$ cat src/rtl/core_pkg.sv
// Shared types and defaults for the fetch front end of the pipelined core.
// Latency: n/a (types and constants only).
// Backpressure: n/a.
package core_pkg;

    typedef enum logic {
        FS_IDLE = 1'b0,
        FS_RUN  = 1'b1
    } fetch_state_t;

    localparam logic [31:0] DEFAULT_RESET_PC = 32'h0;
    localparam int          DEFAULT_FQ_DEPTH = 4;

    // Queue entry at the default 32-bit address/instruction widths.
    typedef struct packed {
        logic [31:0] pc;
        logic [31:0] instr;
    } fq_entry_t;

endpackage

$ cat src/rtl/fetch_fifo.sv
// Synchronous FIFO with flush, used to buffer fetched {pc, instr} pairs.
// Latency: a write at edge N is visible on rdData after edge N (registered head, no bypass).
// Backpressure: writes are dropped while full and reads while empty; flush empties the queue in one cycle.
//
// Ports: clk, rst (async active-high), flush, wrEn/wrData, rdEn/rdData,
//        full, empty, count (occupied entries).
module fetch_fifo
    import core_pkg::*;
#(
    parameter int  DEPTH = DEFAULT_FQ_DEPTH,
    parameter type T     = fq_entry_t
) (
    input  logic                     clk,
    input  logic                     rst,
    input  logic                     flush,
    input  logic                     wrEn,
    input  T                         wrData,
    input  logic                     rdEn,
    output T                         rdData,
    output logic                     full,
    output logic                     empty,
    output logic [$clog2(DEPTH):0]   count
);

    localparam int AW = $clog2(DEPTH);

    // One extra pointer bit distinguishes full from empty when the indices match.
    logic [AW:0] wrPtr;
    logic [AW:0] rdPtr;
    T            mem [DEPTH];

    assign empty  = (wrPtr == rdPtr);
    assign full   = (wrPtr[AW] != rdPtr[AW]) && (wrPtr[AW-1:0] == rdPtr[AW-1:0]);
    assign count  = wrPtr - rdPtr;
    assign rdData = mem[rdPtr[AW-1:0]];

    always_ff @(posedge clk or posedge rst) begin
        if (rst) begin
            wrPtr <= '0;
            rdPtr <= '0;
            for (int i = 0; i < DEPTH; i++) begin
                mem[i] <= '0;
            end
        end else if (flush) begin
            wrPtr <= '0;
            rdPtr <= '0;
        end else begin
            if (wrEn && !full) begin
                mem[wrPtr[AW-1:0]] <= wrData;
                wrPtr              <= wrPtr + 1'b1;
            end
            if (rdEn && !empty) begin
                rdPtr <= rdPtr + 1'b1;
            end
        end
    end

endmodule

$ cat src/rtl/fetch_queue_unit.sv
// Fetch unit: owns the PC, runs the start/restart FSM and queues {pc, instr} pairs for decode.
// Latency: fetched instruction reaches dec_* one edge after fetch; first redirected instruction two edges after redirect.
// Backpressure: dec_valid/dec_ready handshake; fetch stalls while the queue is full (no full-bypass).
//
// Ports: clk, rst (async active-high), trigger (start/restart), imem_addr/imem_instr
//        (combinational instruction memory), redirect_valid/redirect_pc, dec_valid/dec_ready/
//        dec_instr/dec_pc (decode side), fq_count, running, perf_fetch_cnt, perf_stall_cnt.
// Optional: define FETCH_PERF_CNT_EN to build the saturating perf counters; otherwise they read 0.
module fetch_queue_unit
    import core_pkg::*;
#(
    parameter int                    ADDR_WIDTH  = 32,
    parameter int                    INSTR_WIDTH = 32,
    parameter int                    OFFSET      = 4,
    parameter logic [ADDR_WIDTH-1:0] RESET_PC    = ADDR_WIDTH'(DEFAULT_RESET_PC),
    parameter int                    FQ_DEPTH    = DEFAULT_FQ_DEPTH
) (
    input  logic                         clk,
    input  logic                         rst,
    input  logic                         trigger,
    output logic [ADDR_WIDTH-1:0]        imem_addr,
    input  logic [INSTR_WIDTH-1:0]       imem_instr,
    input  logic                         redirect_valid,
    input  logic [ADDR_WIDTH-1:0]        redirect_pc,
    output logic                         dec_valid,
    input  logic                         dec_ready,
    output logic [INSTR_WIDTH-1:0]       dec_instr,
    output logic [ADDR_WIDTH-1:0]        dec_pc,
    output logic [$clog2(FQ_DEPTH):0]    fq_count,
    output logic                         running,
    output logic [31:0]                  perf_fetch_cnt,
    output logic [31:0]                  perf_stall_cnt
);

    typedef struct packed {
        logic [ADDR_WIDTH-1:0]  pc;
        logic [INSTR_WIDTH-1:0] instr;
    } entry_t;

    fetch_state_t          state;
    fetch_state_t          nextState;
    logic [ADDR_WIDTH-1:0] pc;
    logic                  fqFull;
    logic                  fqEmpty;
    logic                  doFetch;
    logic                  doFlush;
    logic                  doDequeue;
    entry_t                wrEntry;
    entry_t                headEntry;

    always_ff @(posedge clk or posedge rst) begin
        if (rst) begin
            state <= FS_IDLE;
        end else begin
            state <= nextState;
        end
    end

    // Restart and redirect both flush; restart wins on the PC value below.
    always_comb begin
        nextState = state;
        doFetch   = 1'b0;
        doFlush   = 1'b0;
        case (state)
            FS_IDLE: begin
                if (trigger) begin
                    nextState = FS_RUN;
                end
            end
            FS_RUN: begin
                if (trigger || redirect_valid) begin
                    doFlush = 1'b1;
                end else begin
                    doFetch = !fqFull;
                end
            end
            default: nextState = FS_IDLE;
        endcase
    end

    always_ff @(posedge clk or posedge rst) begin
        if (rst) begin
            pc <= RESET_PC;
        end else if (state == FS_RUN) begin
            if (trigger) begin
                pc <= RESET_PC;
            end else if (redirect_valid) begin
                pc <= redirect_pc;
            end else if (doFetch) begin
                pc <= pc + ADDR_WIDTH'(OFFSET);
            end
        end
    end

    assign imem_addr     = pc;
    assign running       = (state == FS_RUN);
    assign wrEntry.pc    = pc;
    assign wrEntry.instr = imem_instr;
    assign doDequeue     = dec_valid && dec_ready && !doFlush;

    fetch_fifo #(
        .DEPTH (FQ_DEPTH),
        .T     (entry_t)
    ) u_fifo (
        .clk    (clk),
        .rst    (rst),
        .flush  (doFlush),
        .wrEn   (doFetch),
        .wrData (wrEntry),
        .rdEn   (doDequeue),
        .rdData (headEntry),
        .full   (fqFull),
        .empty  (fqEmpty),
        .count  (fq_count)
    );

    assign dec_valid = !fqEmpty;
    assign dec_pc    = headEntry.pc;
    assign dec_instr = headEntry.instr;

`ifdef FETCH_PERF_CNT_EN
    logic stallCycle;
    assign stallCycle = running && fqFull && !redirect_valid && !trigger;

    // Counters survive restart; only rst clears them.
    always_ff @(posedge clk or posedge rst) begin
        if (rst) begin
            perf_fetch_cnt <= '0;
            perf_stall_cnt <= '0;
        end else begin
            if (doFetch && (perf_fetch_cnt != '1)) begin
                perf_fetch_cnt <= perf_fetch_cnt + 32'd1;
            end
            if (stallCycle && (perf_stall_cnt != '1)) begin
                perf_stall_cnt <= perf_stall_cnt + 32'd1;
            end
        end
    end
`else
    assign perf_fetch_cnt = '0;
    assign perf_stall_cnt = '0;
`endif

endmodule

$ cat config.mk
export PLATFORM = sky130hd
export DESIGN_NAME = fetch_queue_unit
export DESIGN_NICKNAME = d
export VERILOG_FILES = /design/src/rtl/core_pkg.sv /design/src/rtl/fetch_fifo.sv /design/src/rtl/fetch_queue_unit.sv
export SDC_FILE = /design/constraint.sdc
export NUM_CORES = 1
export LEC_CHECK = 0
export ABC_CLOCK_PERIOD_IN_PS = 11300
export CAP_MARGIN = 10
export CORE_MARGIN = 1
export CORE_UTILIZATION = 48
export DETAILED_ROUTE_END_ITERATION = 7
export GPL_ROUTABILITY_DRIVEN = 0
export PLACE_DENSITY_LB_ADDON = 0.05
export RECOVER_POWER = 25
export SLEW_MARGIN = 20
export SYNTH_ARGS = -nofsm -noshare
export SYNTH_HDL_FRONTEND = slang
export SYNTH_HIERARCHICAL = 1
export SYNTH_SLANG_ARGS = --single-unit
$ cat constraint.sdc
create_clock -name clk -period 11.3 [get_ports clk]
set_input_delay 1.13 -clock clk [delete_from_list [all_inputs] [get_ports clk]]
set_output_delay 1.13 -clock clk [all_outputs]
set_load 0.02 [all_outputs]
==> out/qor.csv <==
stage,metric,value,unit
status,status,"complete, but fails checks",
status,failing checks,"capacitance limit, slew limit",
clock_tree,TritonCTS Buffers,34,
synthesis,largest family of logic cells by synthesized area,multiplexers,
worst_hold_path,hold_sp,u_fifo/mem[35]$_DFFE_PP0P_,
drt,starting DRC count in detailed routing,589,
synthesis,Cells after Synth,991,
layout,area delta synth->final,20.1,%
critical_path,crit path max fanout,64,
pwr,sw frac,24.7,%
synthesis,post-synthesis compound-gate area fraction,4.65,%
layout,fill count,2332,
drt,routed vias,8667,
floorplan,Vert. Die Dim,174,µm
pwr,Max IR drop VDD,0.0931,mV
sta,clk_skew,9.19,ps
pwr,P_sw,0.676,mW
run,Max Cap Violations,3,
synthesis,Post-synth EDFFs,0,
placed_design,Cells after DPL,1501,
sta,Min Hold Slack,499,ps
synthesis,Synth Area in XOR/XNOR,0.361,%
synthesis,largest area contributor in the netlist,dfrtp_1,
synthesis,simple logic cell fraction of the synthesized area,4.56,%
layout,share of cells above drive strength 1,35.0,%
critical_path,FF-to-FF Start,u_fifo/rdPtr[0]$_DFFE_PP0P_,
synthesis,yosys warns,6,
clock_tree,CTS H-tree lvls,2,
synthesis,post-synthesis cell type count,62,
critical_path,worst path required time,11680,ps
clock_tree,hold_buf cts,0,
critical_path,Worst path max stage delay,1140,ps
pwr,Power per Cell Area,160,mW/mm²
critical_path,"Cell Chain, Critical Path","clkdlybuf4s50_1, clkbuf_1, or2_2, nand2_1, inv_1, clkinv_1, o2111ai_4, buf_4, mux2_2",
sta,Tcrit/Tclk final,47.3,%
synthesis,Synth Area in Adders,0.845,%
synthesis,Synth Area per Inst,14.3,µm²
sta,"Hold Vio Cnt, Final",0,
synthesis,Synth top area share,51.9,%
pwr,Pint,2.06,mW
drt,final WL,31400,µm
critical_path,data arrival time of the critical path,5720,ps
clock_tree,post-CTS sizing,0,
synthesis,top_reg_cell synth,dfrtp_1,
pwr,clock share of power,40.7,%
critical_path,slowest cell on the critical path,clkbuf_1,
drt,DRC,0,
critical_path,Critical Path Sink Type,register,
layout,Nets,1232,
layout,fin util,59.0,%
sta,Setup TNS Final,0,ps
drt,post-route ant nets,0,
sta,final worst path period need,5350,ps
pwr,Power Total,2.74,mW
clock_tree,CTS root buffer,clkbuf_16,
synthesis,mux contribution to synthesized area,31.0,%
layout,"Design Area, Final",0.0171,mm²
synthesis,top post-synthesis cells by count,"dfrtp_1 (295), mux2_2 (260), buf_4 (70), mux4_2 (64), o21ai_0 (30)",
sta,Worst-Margin Slew,4700,ps
global_route,vias in the first global route,8885,
sta,Setup WS post-layout,5950,ps
sta,Slew Limit Headroom,-215,%
pwr,Leak,7.76,nW
synthesis,Synth Cell Area,0.0142,mm²
synthesis,Area contributors post-synth,"dfrtp_1 (52%), mux2_2 (21%), mux4_2 (10%), buf_4 (3.7%), buf_6 (1.7%)",
floorplan,Ports,234,
global_route,Total GRT Usage,21.2,%
placed_design,post-place instance area,0.0159,mm²
synthesis,top-count cell post-synth,dfrtp_1,
global_route,initial antenna violation count,0,
clock_tree,clk buf depth,3,
layout,Antenna diodes,0,
worst_hold_path,Min-Delay Path Class,register to register,
placed_design,IO Port Bufs,169,
global_route,largest net degree at the start of global routing,106,
sta,RSZ-0062 raised after global routing,false,
global_route,first-pass GRT wire length,50500,µm
clock_tree,CTS sink cnt,295,
synthesis,sequential cell area fraction in the yosys report,51.9,%
sta,Max Slew Vio Count,178,
drt,First-pass DRT Iterations,5,
synthesis,Seq cells post-synth,295,
floorplan,FP Rows,62,
critical_path,worst setup path startpoint,redirect_valid,
clock_tree,"Reg clk slew, reported paths",60,ps
floorplan,Die Wd,174,µm
placed_design,dpl hpwl,19700,µm
sta,final setup fails,0,
pwr,Flop pwr share,43.7,%
floorplan,Starting Density,49.1,%
critical_path,Worst Setup Start Kind,input pin,
global_route,total gr overflow,0,
floorplan,DIE AREA,0.0303,mm²
synthesis,ys async rst share,100,%
sta,maximum clock frequency,187,MHz
floorplan,Core Area,0.0289,mm²
drt,wire per inst,20.2,µm
pwr,Comb pwr share,15.6,%
layout,fin cells,1558,
drt,DR vias/cell,5.56,
clock_tree,TritonCTS clock tree,yes,
placed_design,Setup WS pre-CTS,6150,ps
clock_tree,Skew-Pair Late Insertion Delay,500,ps
critical_path,WS Path Type,input pin to register,
clock_tree,post-CTS setup buffers,0,
-- metal layers --
| layer | GRT usage (%) | routed length, µm | part of all wire, % | up-vias |
|---|---|---|---|---|
| met5 | 0 | 0 | 0 | - |
| met4 | 5.56 | 584 | 1.9 | 0 |
| met3 | 3.48 | 1500 | 4.8 | 44 |
| met2 | 33.8 | 14800 | 47 | 248 |
| met1 | 30.3 | 14500 | 46 | 4490 |
| li1 | - | - | - | 3885 |
-- placed cells by master (no fill, tap or decap), types with 9 or more instances in the layout --
cell type	n
clkbuf_16	35
conb_1	64
buf_4	9
nand3_1	13
nor2_1	22
inv_1	15
a21oi_1	23
mux2_2	260
o21ai_0	30
nand2_1	29
clkdlybuf4s50_1	167
dfrtp_1	293
mux4_2	64
-- power by group through the flow --
| stage | Sequential [mW] | Combinational (mW) | Clock, mW |
|---|---|---|---|
| 2_1_floorplan | 1.20 | 0.268 | 0 |
| 3_3_place_gp | 1.21 | 0.427 | 0 |
| 3_5_place_dp | 1.21 | 0.431 | 0 |
| 4_1_cts | 1.20 | 0.432 | 1.14 |
| 5_1_grt | 1.21 | 0.455 | 1.19 |
| 6_report | 1.20 | 0.426 | 1.11 |
-- state kept, by name, indices dropped and copies added, names as in the netlist --
register and cells:
u_fifo/wrPtr 3, imem_addr 32, running 1, u_fifo/rdPtr 3
u_fifo/mem 256
-- path summary, 6_finish.rpt --
| kind | slack, ps | depth (start not counted) | to |
|---|---|---|---|
| worst max register to register | 6910 | 8 | u_fifo/mem[122]$_DFFE_PP0P_ |
| min in group asynchronous | 1850 | 3 | imem_addr[23]$_DFFE_PP0P_ |
| worst max-delay path | 5950 | 9 | u_fifo/mem[216]$_DFFE_PP0P_ |
| worst min register to register | 500 | 1 | u_fifo/mem[35]$_DFFE_PP0P_ |
| worst min-delay path | 500 | 1 | u_fifo/mem[35]$_DFFE_PP0P_ |
| max in group asynchronous | 6150 | 2 | u_fifo/rdPtr[0]$_DFFE_PP0P_ |
-- logic make-up (layout without fill, tap and decap cells) --
logic type | count (synthesis) | in the layout
multiplexers | 327 | 327
flip-flops | 295 | 295
buffers and inverters | 137 | 257
AND/OR/NAND/NOR | 117 | 117
AO/OA/AOI/OAI | 100 | 100
adder cells (fa/ha/maj) | 9 | 9
XOR/XNOR | 5 | 5
other | 1 | 64
-- final cells by class --
cell class                      instances  area (µm²)  share of cell area [%]
Clock buffer                           46         977                    5.73
Sequential cell                       295        7390                    43.3
Inverter                               17        65.1                   0.381
Timing Repair Buffer                  184        1840                    10.8
Multi-Input combinational cell        622        6160                    36.1
Clock inverter                         10         158                   0.924
Tap cell                              384         480                    2.82
-- worst max-delay path, delay by kind of cell --
| kind | cells | cell delay [ps] |
|---|---|---|
| AND/OR/NAND/NOR | 2 | 810 |
| AO/OA/AOI/OAI | 1 | 190 |
| buffers and inverters | 5 | 3140 |
| multiplexers | 1 | 420 |
(Power assumes the default switching activity.)
